--- src/rtl/p_nand_pkg.sv ---
// Shared types and helpers for the NAND accumulator: FSM state encoding and
// operand-counter width.
package p_nand_pkg;

  typedef enum logic {
    StCollect,
    StHold
  } state_e;

  // Counter width that can hold 0..n-1, never narrower than one bit.
  function automatic int unsigned cnt_width(int unsigned n);
    return (n <= 32'd2) ? 32'd1 : $unsigned($clog2(n));
  endfunction

endpackage

--- src/rtl/p_nand.sv ---
// Combinational bitwise NAND across NB_INS packed operands of BUS_WIDTH bits.
module p_nand #(
  parameter int unsigned BUS_WIDTH = 4,
  parameter int unsigned NB_INS    = 2
) (
  input  logic [NB_INS*BUS_WIDTH-1:0] in_bus,
  output logic [BUS_WIDTH-1:0]        out_bus
);

  logic [BUS_WIDTH-1:0] and_v;

  always_comb begin
    and_v = '1;
    for (int unsigned i = 0; i < NB_INS; i++) begin
      and_v = and_v & in_bus[i*BUS_WIDTH +: BUS_WIDTH];
    end
    out_bus = ~and_v;
  end

endmodule

--- src/rtl/p_nand_acc.sv ---
// Streaming accumulator: collects NB_INS operands over a valid/ready link and
// presents their bitwise NAND as one held result.
module p_nand_acc
  import p_nand_pkg::*;
#(
  parameter int unsigned BUS_WIDTH = 4,
  parameter int unsigned NB_INS    = 3
) (
  input  logic                             clk,
  input  logic                             rst,
  input  logic                             clear,
  input  logic                             in_valid,
  output logic                             in_ready,
  input  logic [BUS_WIDTH-1:0]             in_bus,
  output logic                             out_valid,
  input  logic                             out_ready,
  output logic [BUS_WIDTH-1:0]             out_bus,
  output logic [cnt_width(NB_INS)-1:0]     op_count
);

  localparam int unsigned CntW = cnt_width(NB_INS);
  localparam logic [CntW-1:0] LastCnt = CntW'(NB_INS - 1);

  state_e               state_q, state_d;
  logic [BUS_WIDTH-1:0] acc_q, acc_d;
  logic [CntW-1:0]      cnt_q, cnt_d;
  logic [BUS_WIDTH-1:0] result_q, result_d;
  logic [BUS_WIDTH-1:0] nand_out;

  // Final result folds the running AND with the last operand in one step.
  p_nand #(
    .BUS_WIDTH (BUS_WIDTH),
    .NB_INS    (2)
  ) u_p_nand (
    .in_bus  ({acc_q, in_bus}),
    .out_bus (nand_out)
  );

  always_comb begin
    state_d  = state_q;
    acc_d    = acc_q;
    cnt_d    = cnt_q;
    result_d = result_q;
    unique case (state_q)
      StCollect: begin
        if (clear) begin
          acc_d = '1;
          cnt_d = '0;
        end else if (in_valid) begin
          if (cnt_q == LastCnt) begin
            result_d = nand_out;
            acc_d    = '1;
            cnt_d    = '0;
            state_d  = StHold;
          end else begin
            acc_d = acc_q & in_bus;
            cnt_d = cnt_q + CntW'(1);
          end
        end
      end
      StHold: begin
        // clear and a consumer handshake both drop the result
        if (clear || out_ready) begin
          result_d = '0;
          state_d  = StCollect;
        end
      end
    endcase
  end

  always_ff @(posedge clk or posedge rst) begin
    if (rst) begin
      state_q  <= StCollect;
      acc_q    <= '1;
      cnt_q    <= '0;
      result_q <= '0;
    end else begin
      state_q  <= state_d;
      acc_q    <= acc_d;
      cnt_q    <= cnt_d;
      result_q <= result_d;
    end
  end

  assign in_ready  = (state_q == StCollect);
  assign out_valid = (state_q == StHold);
  assign out_bus   = out_valid ? result_q : '0;
  assign op_count  = cnt_q;

endmodule

--- config.mk ---
export PLATFORM = sky130hd
export DESIGN_NAME = p_nand_acc
export DESIGN_NICKNAME = d
export VERILOG_FILES = /design/src/rtl/p_nand_pkg.sv /design/src/rtl/p_nand.sv /design/src/rtl/p_nand_acc.sv
export SDC_FILE = /design/constraint.sdc
export NUM_CORES = 1
export LEC_CHECK = 0
export BUFFER_PORTS_ARGS = -buffer_cell sky130_fd_sc_hd__buf_2
export CORE_AREA = 4 4 41 43
export CTS_BUF_LIST = sky130_fd_sc_hd__clkbuf_16
export DETAILED_ROUTE_END_ITERATION = 16
export DIE_AREA = 0 0 45 47
export GPL_TIMING_DRIVEN = 0
export PLACE_DENSITY = 0.71
export SETUP_SLACK_MARGIN = 0.15
export SLEW_MARGIN = 20
export SYNTH_ARGS = -nofsm -noshare
export SYNTH_HDL_FRONTEND = slang
export SYNTH_HIERARCHICAL = 1
export SYNTH_SLANG_ARGS = --single-unit
--- constraint.sdc ---
create_clock -name clk -period 1.57 [get_ports clk]
set_input_delay 0.314 -clock clk [delete_from_list [all_inputs] [get_ports clk]]
set_output_delay 0.314 -clock clk [all_outputs]
set_load 0.02 [all_outputs]
==> flow_summary.toml, run 1 <==
[timing]
post-route-period-util = 0.877
setup_viol = 0
max_slew_margin = 0.689
tns_ns = 0
hold_viol = 0
min_period_ns = 1.38
drv_slew = 0
worst_pin_slew_ns = 0.462
rsz0062_at_grt = "false"
fin_skew_ns = 0.00164
fmax_mhz = 726

[worst_hold_path]
min_path_type = "primary input to async pin"

[setup_path]
required_ns = 1.26
start_kind = "register"
critPathCaptureType = "primary output"
cp_max_fo = 9
arrival_ns = 1.06
reg2regPathDepth = 4
path_class = "register to primary output"

[layout]
multi_input_comb_area_um2 = 255
post-route-util = 0.595
area_delta_synth_final_pct = 39.4
regArea_um2 = 280
final_net_count = 89
stdcell_count = 94
design_area_um2 = 774
layout-drive-gt1-share = 0.392
fill_cells = 128
diodes = 0

[detailed_routing]
drt_pass1_iterations = 3
wire_per_inst_um = 13.6
drt_iter0_drc = 7
vias = 486
routed_via_density = 5.17
ant_nets = 0
drc = 0
routed_wl_um = 1280

[yosys]
synth_cell_type_count = 21
netlist_area_um2 = 556
ys_seq_elements = 11
synth.area.top_cells = "dfrtp_1 (32%), dfstp_2 (19%), nand2_1 (6.8%), o21ai_0 (5.4%), and3b_1 (4.7%)"
synthArstFlopShare = 1.00
synth_edf_count = 0
seq_area_frac_synth = 0.505
synth.top_cells.by_count = "nand2_1 (10), dfrtp_1 (7), o21ai_0 (6), and2_1 (4), dfstp_2 (4)"
synth_top_area_cell = "dfrtp_1"
syn-instance-count = 56
ys_warn_count = 6
synth_top_area_frac = 0.315
synth_ff_type = "dfrtp_1"
yosys.cell_count.top_type = "nand2_1"
syn_area_per_cell_um2 = 9.92
synth_fp_nets = 65

[clocking]
root_buffer = "clkbuf_16"
cts_hold_buffers = 0
clkSlewWorstSetupHoldPaths_ns = 0.04
h-tree-depth = 1
cts_sinks = 11
cts_tree = "built"
cts_made_buffers = 3
clk_latency_ns = 0.23
cts_buffer_depth = 2

[global_routing]
grt_max_degree = 12
antenna_found_initial = 0
use_met1 = 0.183
first_global_vias = 421
grt_use_met2 = 0.167
track_usage = 0.126
use_met3 = 0.0460
grt_busiest_layer = "met1"
grt_pass1_wl_um = 1860
grt_overflow = 0

[floorplan]
fp-row-count = 13
die_h_um = 47
dieArea_mm2 = 0.00212
die-width_um = 45
io_pins = 17
core_area_mm2 = 0.00130
start_util = 0.427

[power]
p_leak_nw = 0.388
powerDensity_mw_per_mm2 = 1200
irDropWorstVdd_uv = 1110
power.total_mw = 0.929

[place]
gp_congestion = 0.731
placed_cells = 87
placed_cell_area_um2 = 654
io_buffers = 16
dp_hpwl_um = 872

[run]
cap_violations = 0

[status]
status = "completed"
path summary, 6_finish.rpt:
kind,start,end,slack (ns)
worst max-delay path,out_valid$_DFF_PP0_,out_bus[3],0.19
worst min-delay path,rst,out_valid$_DFF_PP0_,0.07
worst max register to register,out_valid$_DFF_PP0_,op_count[0]$_DFFE_PP0P_,0.28
worst min register to register,acc_q[2]$_DFFE_PP1P_,acc_q[2]$_DFFE_PP1P_,0.48
max in group asynchronous,rst,acc_q[2]$_DFFE_PP1P_,1.17
min in group clk,in_bus[2],acc_q[2]$_DFFE_PP1P_,0.34
registers in the layout (all words and copies together) (netlist names):
register / count
out_valid: 1
acc_q: 4
op_count: 2
result_q: 4
power by group:
| group | internal, mW | switching, mW |
|---|---|---|
| clock | 0.333 | 0.116 |
| combinational | 0.0573 | 0.0568 |
| sequential | 0.337 | 0.0286 |
| total | 0.728 | 0.201 |
logic make-up (layout without fill, tap and decap cells):
family / after synthesis / in the layout / synth area share
flip-flops: 11 / 11 / 0.505
AO/OA/AOI/OAI: 16 / 16 / 0.191
buffers and inverters: 5 / 28 / 0.0495
AND/OR/NAND/NOR: 24 / 24 / 0.255
stage by stage:
step / worst slack [ns] / hold slack (ns)
floorplan: 0.318 / 0.164
global placement: 0.289 / 0.324
global route: 0.136 / 0.107
finish: 0.193 / 0.0716
CTS: 0.174 / 0.0805
detailed placement: 0.293 / 0.329
layout by cell type (no fill, tap or decap), drive strengths merged, types with 2 or more instances in the layout:
master,instances
nand2,10
and2,4
dfrtp,7
o2bb2ai,2
o21ai,6
nand2b,2
nor2,2
dfstp,4
buf,21
clkbuf,3
a22o,2
a31oi,2
inv,4
and3b,3
cell type report:
type / instances / area share
buffer: 2 / 0.0291
clock buffer: 3 / 0.0969
clock inverter: 1 / 0.00485
inverter: 3 / 0.0145
multi-input combinational: 40 / 0.330
sequential: 11 / 0.362
tap: 15 / 0.0242
timing repair buffer: 19 / 0.139
critical path, stage by stage, from the launching register on:
cell and delay, ns:
dfrtp_1 0.39, buf_6 0.14, and2_1 0.15, buf_4 0.15
layer usage:
metal | vias up | share of wire
met5 | - | 0
met3 | 2 | 0.073
met4 | 0 | 0.0031
li1 | 249 | -
met2 | 15 | 0.44
met1 | 220 | 0.48
what timing repair did:
| item | in CTS | in global routing |
|---|---|---|
| cloned | 0 | 0 |
| endpoints found under the setup margin | 5 | 4 |
| buffers inserted | 1 | 2 |
| pin swaps | 0 | 0 |
| resized for setup | 1 | 5 |
No activity file was read; power rests on OpenSTA's default activity.
==> inputs of run 2 (changes only) <==
Settings changed: RECOVER_POWER from default to 50.
==> run 2 against run 1 <==
  * Global-route usage unchanged
  * Critical path depth unchanged
  * Non-clock buffer count unchanged
  * Sequential power about the same
  * Design area down 0.48%
  * Critical path type unchanged
  * Largest power group unchanged
==> flow_summary.toml, run 2 (synthesis results as in run 1) <==
[setup_path]
path_cells = "buf_6, and2_1, buf_4"
cp_num_cells = 3
cp_slowest_stage_delay_ns = 0.39
start_kind = "register"
critical-path-slowest-cell = "dfrtp_1"
arrival_ns = 1.06
critPathCaptureType = "primary output"
r2r-end = "op_count[0]$_DFFE_PP0P_"
reg2regPathDepth = 4
cp-endpoint = "out_bus[3]"
crit_start = "out_valid$_DFF_PP0_"
r2r-start = "out_valid$_DFF_PP0_"
path_buf_inv = 2
cp_max_fo = 9
cpLargestDelayFamily = "flip-flops"
path_class = "register to primary output"
required_ns = 1.26
ff2ff_setup_slack_ns = 0.26

[floorplan]
die_h_um = 47
io_pins = 17
core_area_mm2 = 0.00130
dieArea_mm2 = 0.00212
fp-row-count = 13
start_util = 0.427
die-width_um = 45

[status]
status = "completed"

[timing]
min_period_ns = 1.38
max_slew_margin = 0.689
tns_ns = 0
setup_viol = 0
rsz0062_at_grt = "false"
hold_viol = 0
fin_skew_ns = 0.00164
worst_pin_slew_ns = 0.462
drv_slew = 0
post-route-period-util = 0.876
fmax_mhz = 727

[layout]
final_net_count = 89
mostFrequentLayoutCells = "buf_2 (14), nand2_1 (10), dfrtp_1 (7)"
final_common_cell = "buf_2"
stdcell_count = 94
diodes = 0
fill_cells = 127
area_delta_synth_final_pct = 38.7
layout-drive-gt1-share = 0.380

[place]
gp_congestion = 0.731
placed_cells = 87
dp_hpwl_um = 872
io_buffers = 16

[detailed_routing]
drt_pass1_iterations = 3
wire_per_inst_um = 13.6
drt_iter0_drc = 7
drc = 0
routed_via_density = 5.16
ant_nets = 0
vias = 485
routed_wl_um = 1280

[global_routing]
antenna_found_initial = 0
track_usage = 0.126
grt_max_degree = 12
first_global_vias = 421
grt_pass1_wl_um = 1860
grt_overflow = 0

[power]
p_leak_nw = 0.383
irDropWorstVdd_uv = 1110
powerDensity_mw_per_mm2 = 1200

[run]
cap_violations = 0

[clocking]
h-tree-depth = 1
cts_hold_buffers = 0
root_buffer = "clkbuf_16"
cts_tree = "built"
clkSlewWorstSetupHoldPaths_ns = 0.04
cts_buffer_depth = 2
cts_made_buffers = 3
clk_latency_ns = 0.23
cts_sinks = 11

[worst_hold_path]
min_path_type = "primary input to async pin"
==> run 2: cell count changes in the layout (fill, tap and decap cells not counted), sizes merged <==
cell,delta
clkbuf,+1
buf,-1
==> run 2: cell type report <==
cell class / count / area, µm² / area share
tap: 15 / 18.8 / 0.0244
inverter: 3 / 11.3 / 0.0146
multi-input combinational: 40 / 255 / 0.331
sequential: 11 / 280 / 0.364
clock inverter: 1 / 3.75 / 0.00487
clock buffer: 3 / 75.1 / 0.0974
timing repair buffer: 19 / 104 / 0.135
buffer: 2 / 22.5 / 0.0292
==> run 2: worst min path at each step <==
stage | end | depth (start not counted)
final | out_valid$_DFF_PP0_ | 2
after global placement | result_q[3]$_DFFE_PP0P_ | 2
after detailed placement | result_q[3]$_DFFE_PP0P_ | 2
after global routing | result_q[0]$_DFFE_PP0P_ | 2
after CTS | result_q[2]$_DFFE_PP0P_ | 2
after floorplan | op_count[0]$_DFFE_PP0P_ | 1
==> run 2: per-layer routing <==
layer  up-vias  share of wire  global-route usage
li1        249              -                   -
met1       219           0.49               0.183
met2        15           0.44               0.167
met3         2          0.073              0.0460
met4         0         0.0031              0.0526
met5         -              0                   0
==> run 2: what timing repair did <==
item                                    CTS  global route
buffers inserted                          1             2
endpoints found under the setup margin    5             4
gates resized for setup                   1             5
==> run 2: metrics by stage <==
step / util / setup slack [ns] / area (µm²) / hold slack [ns] / power [mW]
after floorplan: - / 0.318 / 556 / 0.164 / 0.436
after global placement: 0.503 / 0.289 / 654 / 0.324 / 0.473
after detailed placement: 0.503 / 0.293 / 654 / 0.329 / 0.476
after CTS: 0.571 / 0.174 / 743 / 0.0805 / 0.932
after global routing: 0.592 / 0.137 / 771 / 0.107 / 0.969
final: 0.592 / 0.195 / 771 / 0.0716 / 0.928
==> run 2: power by group <==
group	leakage (nW)	internal (mW)	switching, mW
Combinational	0.205	0.0569	0.0568
Clock	0.0423	0.333	0.116
Sequential	0.136	0.337	0.0284
==> inputs of run 3 (changes only) <==
Settings changed: SETUP_SLACK_MARGIN 0.15 to 0.2, TNS_END_PERCENT from default to 10.
==> run 3 against run 2 <==
  * Sequential power is essentially flat
  * Clock power is essentially flat
  * Power shrank 0.39%
  * Global-route usage is the same
  * Worst setup slack gained 0.0084 ns
  * Via count shrank 1.9%
  * First-iteration DRC count grew 14%
  * Critical path depth is the same
  * Combinational power shrank 4%
  * Routed wire length shrank 9.7%
  * Final cell count shrank 2.1%
  * Clock-buffer cell count is the same
  * Highest routed layer unchanged
==> flow_summary.toml, run 3 (synthesis results as in run 1) <==
[status]
status = "completed"

[power]
irDropWorstVdd_uv = 1100
sw_frac_of_total = 0.215
power.clock.fraction = 0.485
switching_power_mw = 0.199
p_int_mw = 0.726
p_leak_nw = 0.371
powerDensity_mw_per_mm2 = 1230
p_comb_frac = 0.119
pwr-share-seq = 0.396

[run]
cap_violations = 0

[detailed_routing]
drt_pass1_iterations = 2
drt_iter0_drc = 8
routed_wl_um = 1150
drc = 0
vias = 476
routed_via_density = 5.17
ant_nets = 0
wire_per_inst_um = 12.5

[clocking]
cts_tree = "built"
root_buffer = "clkbuf_16"
cts_hold_buffers = 0
cts_buffer_depth = 2
clk_latency_ns = 0.23
h-tree-depth = 1
cts_sinks = 11
clkSlewWorstSetupHoldPaths_ns = 0.04
cts_made_buffers = 3

[timing]
fmax_mhz = 732
hold_viol = 0
worst_pin_slew_ns = 0.464
max_slew_margin = 0.688
fin_skew_ns = 0.000892
setup_viol = 0
post-route-period-util = 0.871
min_period_ns = 1.37
drv_slew = 0
tns_ns = 0
rsz0062_at_grt = "true"

[setup_path]
reg2regPathDepth = 4
critPathCaptureType = "primary output"
start_kind = "register"
path_class = "register to primary output"
cp_max_fo = 10
required_ns = 1.26
arrival_ns = 1.05

[layout]
regArea_um2 = 280
post-route-util = 0.577
final_net_count = 87
multi_input_comb_area_um2 = 255
stdcell_count = 92
final_common_cell = "buf_2"
mostFrequentLayoutCells = "buf_2 (16), nand2_1 (10), dfrtp_1 (7)"
fill_cells = 127
diodes = 0
area_delta_synth_final_pct = 35.1
design_area_um2 = 751
layout-drive-gt1-share = 0.364

[place]
placed_cell_area_um2 = 654
placed_cells = 87
gp_congestion = 0.731
dp_hpwl_um = 872
io_buffers = 16

[global_routing]
grt_pass1_wl_um = 1860
first_global_vias = 421
antenna_found_initial = 0
grt_max_degree = 12
grt_overflow = 0
track_usage = 0.126

[floorplan]
core_area_mm2 = 0.00130
start_util = 0.427
io_pins = 17
fp-row-count = 13
dieArea_mm2 = 0.00212
die-width_um = 45
die_h_um = 47

[worst_hold_path]
min_path_type = "primary input to async pin"
[run 3: cell count changes in the layout (fill, tap and decap cells not counted), sizes merged]
cell / change
buf: -2
[run 3: critical path, stage by stage, from the launching register on]
cell     delay (ns)
dfrtp_1        0.38
buf_6          0.14
inv_1          0.12
buf_2          0.18
[run 3: cell type report]
| type | count | share of cell area |
|---|---|---|
| plain buffers | 2 | 0.0300 |
| clock buffers | 3 | 0.100 |
| clock inverters | 1 | 0.00500 |
| inverters | 3 | 0.0150 |
| multi-input cells | 40 | 0.340 |
| flip-flops and latches | 11 | 0.373 |
| well taps | 15 | 0.0250 |
| repair buffers | 17 | 0.112 |
[run 3: power groups by stage]
stage	Clock (mW)	Combinational [mW]	Sequential, mW
floorplan	0	0.0703	0.366
global placement	0	0.106	0.367
detailed placement	0	0.107	0.369
CTS	0.457	0.110	0.366
global route	0.469	0.123	0.374
finish	0.448	0.110	0.366
[run 3: final timing paths]
kind                       slack [ns]                       to            startpoint
setup reg to reg                 0.28  op_count[0]$_DFFE_PP0P_   out_valid$_DFF_PP0_
setup / recovery                 0.20                 in_ready   out_valid$_DFF_PP0_
min in group clk                 0.34     acc_q[2]$_DFFE_PP1P_             in_bus[2]
hold reg to reg                  0.48     acc_q[2]$_DFFE_PP1P_  acc_q[2]$_DFFE_PP1P_
hold / removal                   0.06  result_q[0]$_DFFE_PP0P_                   rst
max in group asynchronous        1.18     acc_q[0]$_DFFE_PP1P_                   rst
[run 3: stage by stage]
stage	setup WS (ns)	total power, mW	hold slack (ns)
6_report	0.203	0.925	0.0639
3_5_place_dp	0.293	0.476	0.329
2_1_floorplan	0.318	0.436	0.164
3_3_place_gp	0.289	0.473	0.324
5_1_grt	0.144	0.966	0.107
4_1_cts	0.195	0.933	0.0805
[run 3: metal layers]
layer	vias to the layer above	wire (µm)	track usage
met5	-	0	0
met4	0	4	0.0526
met3	2	87	0.0460
met2	13	460	0.167
met1	218	603	0.183
li1	243	-	-
[run 3: what timing repair did]
action	4_1_cts	5_1_grt
buffers inserted	1	0
endpoints found under the setup margin	5	6
resized for setup	3	1
gates cloned	0	0
